## config.mk

```make
export PLATFORM = sky130hd
export DESIGN_NAME = register_bank
export DESIGN_NICKNAME = d
export VERILOG_FILES = /design/src/rtl/ul8_pkg.sv /design/src/rtl/reg_op_unit.sv /design/src/rtl/register_bank.sv
export SDC_FILE = /design/constraint.sdc
export NUM_CORES = 1
export LEC_CHECK = 0
export BUFFER_PORTS_ARGS = -buffer_cell sky130_fd_sc_hd__buf_4
export CAP_MARGIN = 30
export CELL_PAD_IN_SITES_DETAIL_PLACEMENT = 1
export CELL_PAD_IN_SITES_GLOBAL_PLACEMENT = 2
export CORE_MARGIN = 8
export CORE_UTILIZATION = 30
export DETAILED_ROUTE_END_ITERATION = 10
export PLACE_DENSITY_LB_ADDON = 0.1
export SLEW_MARGIN = 20
export SYNTH_ARGS = -nofsm -noshare
export SYNTH_HDL_FRONTEND = slang
export SYNTH_HIERARCHICAL = 1
export SYNTH_SLANG_ARGS = --single-unit
```

## constraint.sdc

```tcl
create_clock -name clk -period 9.7 [get_ports clk]
set_input_delay 1.94 -clock clk [delete_from_list [all_inputs] [get_ports clk]]
set_output_delay 1.94 -clock clk [all_outputs]
set_load 0.02 [all_outputs]
```

## src/rtl/ul8_pkg.sv

```systemverilog
// Shared definitions for the UL8 register bank: op width and op encoding.
package ul8_pkg;

  localparam int OP_W = 3;

  typedef enum logic [OP_W-1:0] {
    OP_NOP  = 3'b000,
    OP_LOAD = 3'b001,
    OP_INC  = 3'b010,
    OP_DEC  = 3'b011,
    OP_CLR  = 3'b100,
    OP_SHL  = 3'b101,
    OP_SHR  = 3'b110,
    OP_RSVD = 3'b111
  } op_e;

endpackage

```

## src/rtl/reg_op_unit.sv

```systemverilog
// Combinational read-modify-write unit: computes the new register value,
// the carry/borrow/shifted-out bit and the zero flag for one op.
module reg_op_unit
  import ul8_pkg::*;
#(
  parameter int WIDTH = 8
) (
  input  logic [OP_W-1:0]  i_op,
  input  logic [WIDTH-1:0] i_r,
  input  logic [WIDTH-1:0] i_data,
  output logic [WIDTH-1:0] o_result,
  output logic             o_carry,
  output logic             o_zero,
  output logic             o_writeEn
);

  localparam logic [WIDTH-1:0] ONE = {{(WIDTH-1){1'b0}}, 1'b1};

  // NOP and the reserved encoding fall through to the defaults: no write.
  always_comb begin
    o_result  = i_r;
    o_carry   = 1'b0;
    o_writeEn = 1'b0;
    case (op_e'(i_op))
      OP_LOAD: begin
        o_result  = i_data;
        o_writeEn = 1'b1;
      end
      OP_INC: begin
        o_result  = i_r + ONE;
        o_carry   = &i_r;
        o_writeEn = 1'b1;
      end
      OP_DEC: begin
        o_result  = i_r - ONE;
        o_carry   = ~|i_r;
        o_writeEn = 1'b1;
      end
      OP_CLR: begin
        o_result  = '0;
        o_writeEn = 1'b1;
      end
      OP_SHL: begin
        o_result  = {i_r[WIDTH-2:0], 1'b0};
        o_carry   = i_r[WIDTH-1];
        o_writeEn = 1'b1;
      end
      OP_SHR: begin
        o_result  = {1'b0, i_r[WIDTH-1:1]};
        o_carry   = i_r[0];
        o_writeEn = 1'b1;
      end
      default: begin
        o_result  = i_r;
        o_carry   = 1'b0;
        o_writeEn = 1'b0;
      end
    endcase
  end

  assign o_zero = (o_result == '0);

endmodule

```

## src/rtl/register_bank.sv

```systemverilog
// Bank of general-purpose registers with one read-modify-write port,
// two combinational read ports and registered carry/zero flags.
module register_bank
  import ul8_pkg::*;
#(
  parameter  int WIDTH  = 8,
  parameter  int DEPTH  = 4,
  localparam int ADDR_W = $clog2(DEPTH)
) (
  input  logic              clk,
  input  logic              reset,
  input  logic [OP_W-1:0]   op,
  input  logic [ADDR_W-1:0] wr_addr,
  input  logic [WIDTH-1:0]  data_in,
  input  logic [ADDR_W-1:0] rd_addr_a,
  output logic [WIDTH-1:0]  rd_data_a,
  input  logic [ADDR_W-1:0] rd_addr_b,
  output logic [WIDTH-1:0]  rd_data_b,
  output logic              carry,
  output logic              zero
);

  logic [WIDTH-1:0] r_regs [DEPTH];
  logic             r_carry;
  logic             r_zero;

  logic [WIDTH-1:0] w_target;
  logic [WIDTH-1:0] w_result;
  logic             w_carry;
  logic             w_zero;
  logic             w_writeEn;
  logic [DEPTH-1:0] w_wrSel;

  assign w_target = r_regs[wr_addr];
  assign w_wrSel  = {{(DEPTH-1){1'b0}}, 1'b1} << wr_addr;

  reg_op_unit #(.WIDTH(WIDTH)) u_opUnit (
    .i_op      (op),
    .i_r       (w_target),
    .i_data    (data_in),
    .o_result  (w_result),
    .o_carry   (w_carry),
    .o_zero    (w_zero),
    .o_writeEn (w_writeEn)
  );

  // Reset wins over any op presented on the same edge.
  always_ff @(posedge clk) begin
    if (reset) begin
      for (int i = 0; i < DEPTH; i++) r_regs[i] <= '0;
      r_carry <= 1'b0;
      r_zero  <= 1'b0;
    end else if (w_writeEn) begin
      for (int i = 0; i < DEPTH; i++) begin
        if (w_wrSel[i]) r_regs[i] <= w_result;
      end
      r_carry <= w_carry;
      r_zero  <= w_zero;
    end
  end

  // Reads see stored state only; a same-cycle write shows up after the edge.
  assign rd_data_a = r_regs[rd_addr_a];
  assign rd_data_b = r_regs[rd_addr_b];
  assign carry     = r_carry;
  assign zero      = r_zero;

endmodule

```

==> out/qor.csv <==
stage,metric,value,unit
timing,finalSetupViolations,0,
clock_tree,cts_buffers,5,
yosys,synth_xor_area_share,1.254,%
pwr,power_frac_seq,38.0,%
yosys,synthAdderAreaFrac,1.344,%
critical_path,path_max_fanout,15,
place,dpl_worst_slack,4512,ps
yosys,synth_mux_area_share,21.59,%
min_path,min_from,carry$_SDFFE_PP0P_,
yosys,ys_warn_count,6,
route,avgRoutedWirePerCell,22.56,um
min_path,whs_endpoint,carry$_SDFFE_PP0P_,
clock_tree,htreeDepth,2,
critical_path,reg2reg_depth,11,
die,fp.dieH,112.5,um
pwr,peakVddDrop,0.06344,mV
route,drtAntennaViolNets,0,
global_route,grt_max_degree,28,
clock_tree,cts_sinks,34,
pwr,clockPowerShare,35.0,%
critical_path,max_stage_delay,790,ps
pwr,pwr_density_cell,146.5,nW/um2
critical_path,arrival,5080,ps
route,wl,8438,um
critical_path,end_kind,flip-flop,
timing,worst_slack,4848,ps
route,via_per_inst,5.519,
final_layout,layout-drive-gt1-share,31.56,%
critical_path,cp_slowest_cell,mux4_1,
route,first_pass_iters,4,
clock_tree,clk_pin_slew,70,ps
yosys,synthSimpleGateAreaFrac,20.07,%
timing,worst_pin_slew,929.9,ps
outcome,outcome,"finished, final reports clean",
global_route,grt_usage,13.56,%
timing,relSlewSlack,37.88,%
yosys,synth_compound_gate_area_share,13.22,%
yosys,ys_seq_elements,34,
pwr,switching_power,0.0001337,W
clock_tree,cts_root_buf,clkbuf_8,
yosys,yosysUniqueCellTypes,63,
global_route,grt_pass1_wl,13050,um
timing,fin_tns_setup,0,ps
pwr,leakage,1.250,nW
clock_tree,cts_tree,built,
timing,fin_crit_sh,50.02,%
yosys,synthArstFlopShare,0,%
timing,hold_ws,502.0,ps
clock_tree,hold_buffers,0,
min_path,hp-class,reg2reg,
final_layout,final_cell_mix,"buf_4 (38), and2_1 (32), edfxtp_1 (32), mux4_2 (21)",
place,portBuffers,36,
route,drc,0,
global_route,grt-ovfl-total,0,
critical_path,r2r_slack,6410,ps
timing,slew_violations,0,
global_route,grt_pass1_vias,2155,
yosys,synth_area_per_cell,11.73,um2
die,num_rows,35,
die,die-width,112.5,um
final_layout,final_common_cell,buf_4,
clock_tree,postCtsSetupBuffers,0,
timing,skew,5.721,ps
die,core_area,9153,um2
timing,rsz0062_at_grt,false,
place,dp_hpwl,6138,um
global_route,antenna_found_initial,0,
final_layout,utilization,34.96,%
critical_path,crit_chain,buf_4 > mux4_1 > xnor2_1 > ha_1 > nor2b_1 > a211oi_1 > o21ai_0 > o311ai_0 > or4_4 > nor4_2 > mux2i_1 > nor2_1,
job,max-cap-violations,0,
critical_path,cp-start-kind,primary input,
die,initial_utilization,30.51,%
critical_path,r2r_start,r_regs[2][1]$_SDFFCE_PN0P_,
pwr,internal-power,0.0003350,W
clock_tree,clk_latency,290,ps
die,die_area,12650,um2
place,place_congestion,0.7413,
critical_path,crit_start,wr_addr[0],
die,ios,37,
yosys,synth_top_family_by_area,multiplexers,
clock_tree,clockBufferDepth,2,
final_layout,antennaDiodeCount,0,
route,first_iter_violations,67,
timing,fmax,206.1,MHz
critical_path,critical_path_required,9930,ps
route,dr_total_vias,2064,
yosys,synth_edf_count,32,
critical_path,rr_endpoint,zero$_SDFFE_PP0P_,
timing,timing.final.crit_period,4852,ps
pwr,p_sw_share,28.53,%
yosys,synthCells,238,
yosys,synth.net_count,260,
yosys,ys.flop_type,edfxtp_1,
final_layout,area_delta_synth_final,14.56,%
clock_tree,ctsResizeCount,0,
critical_path,path_class,in2reg,
final_layout,nets,284,
timing,hold_viol,0,
min_path,min_path_cells,2,
pwr,p_comb_share,27.0,%
pwr,power,0.0004687,W
yosys,seq_area_frac_synth,35.84,%
yosys,synth_area,2793,um2
[how the worst max path moves through the flow]
stage                                   end  cells after the start
after floorplan                rd_data_a[0]                      2
after global placement    zero$_SDFFE_PP0P_                     12
after detailed placement  zero$_SDFFE_PP0P_                     12
after CTS                 zero$_SDFFE_PP0P_                     12
after global routing      zero$_SDFFE_PP0P_                     12
final                     zero$_SDFFE_PP0P_                     12
[through the flow]
stage | cells | instance area [um2]
2_1_floorplan | 238 | 2793
3_3_place_gp | 365 | 3049
3_5_place_dp | 365 | 3049
4_1_cts | 373 | 3192
5_1_grt | 374 | 3199
6_report | 374 | 3199
[cell families after synthesis]
kind of cell / count (synthesis)
compound gates: 55
flops: 34
xor+xnor: 4
mux: 29
simple gates: 85
buf+inv: 28
fa+ha+maj: 3
[power by group through the flow]
stage,clock (W),sequential [W],combinational (W)
final,0.000164,0.000178,0.000127
after global routing,0.000172,0.000179,0.000137
after CTS,0.000165,0.000178,0.000128
after detailed placement,0,0.000181,0.000128
after global placement,0,0.000180,0.000127
after floorplan,0,0.000178,0.0000906
[area by class of cell]
cell class,instances,area [um2]
clock inverter,2,60.06
inverter,7,26.28
clock buffer,6,82.58
timing repair buffer,38,285.3
multi-input combinational,176,1605
tap,111,138.9
fill,1012,5953
sequential,34,1001
[per-layer routing]
layer  wire (um)  vias to the layer above  track usage, %
met4          62                        0           3.237
met1        4066                     1041           18.63
met2        3967                       39           21.32
met5           0                        -               0
li1            -                      978               -
met3         341                        6           2.738
[state kept, by name (all words and copies together) (netlist names)]
register,count
r_regs,32
carry,1
zero,1
[worst max-delay path: cells and delay by family]
family                   cells  cell delay (ps)
AO/OA/AOI/OAI                3              500
XOR/XNOR                     1              240
adder cells (fa/ha/maj)      1              230
buffers and inverters        1              240
multiplexers                 2              890
AND/OR/NAND/NOR              4             1010
[cells in the mapped netlist, types with 4 or more instances]
cell      count  area share, %
a21oi_1      11            2.0
and2_1       32            7.2
buf_2         8            1.4
buf_6         5            2.0
edfxtp_1     32             34
inv_1         7           0.94
mux2i_1       4            1.4
mux4_2       21             17
nand2_1       6           0.81
nor2_1       14            1.9
nor3_1        4           0.72
o21ai_0      14            2.5
(Power assumes the default switching activity.)
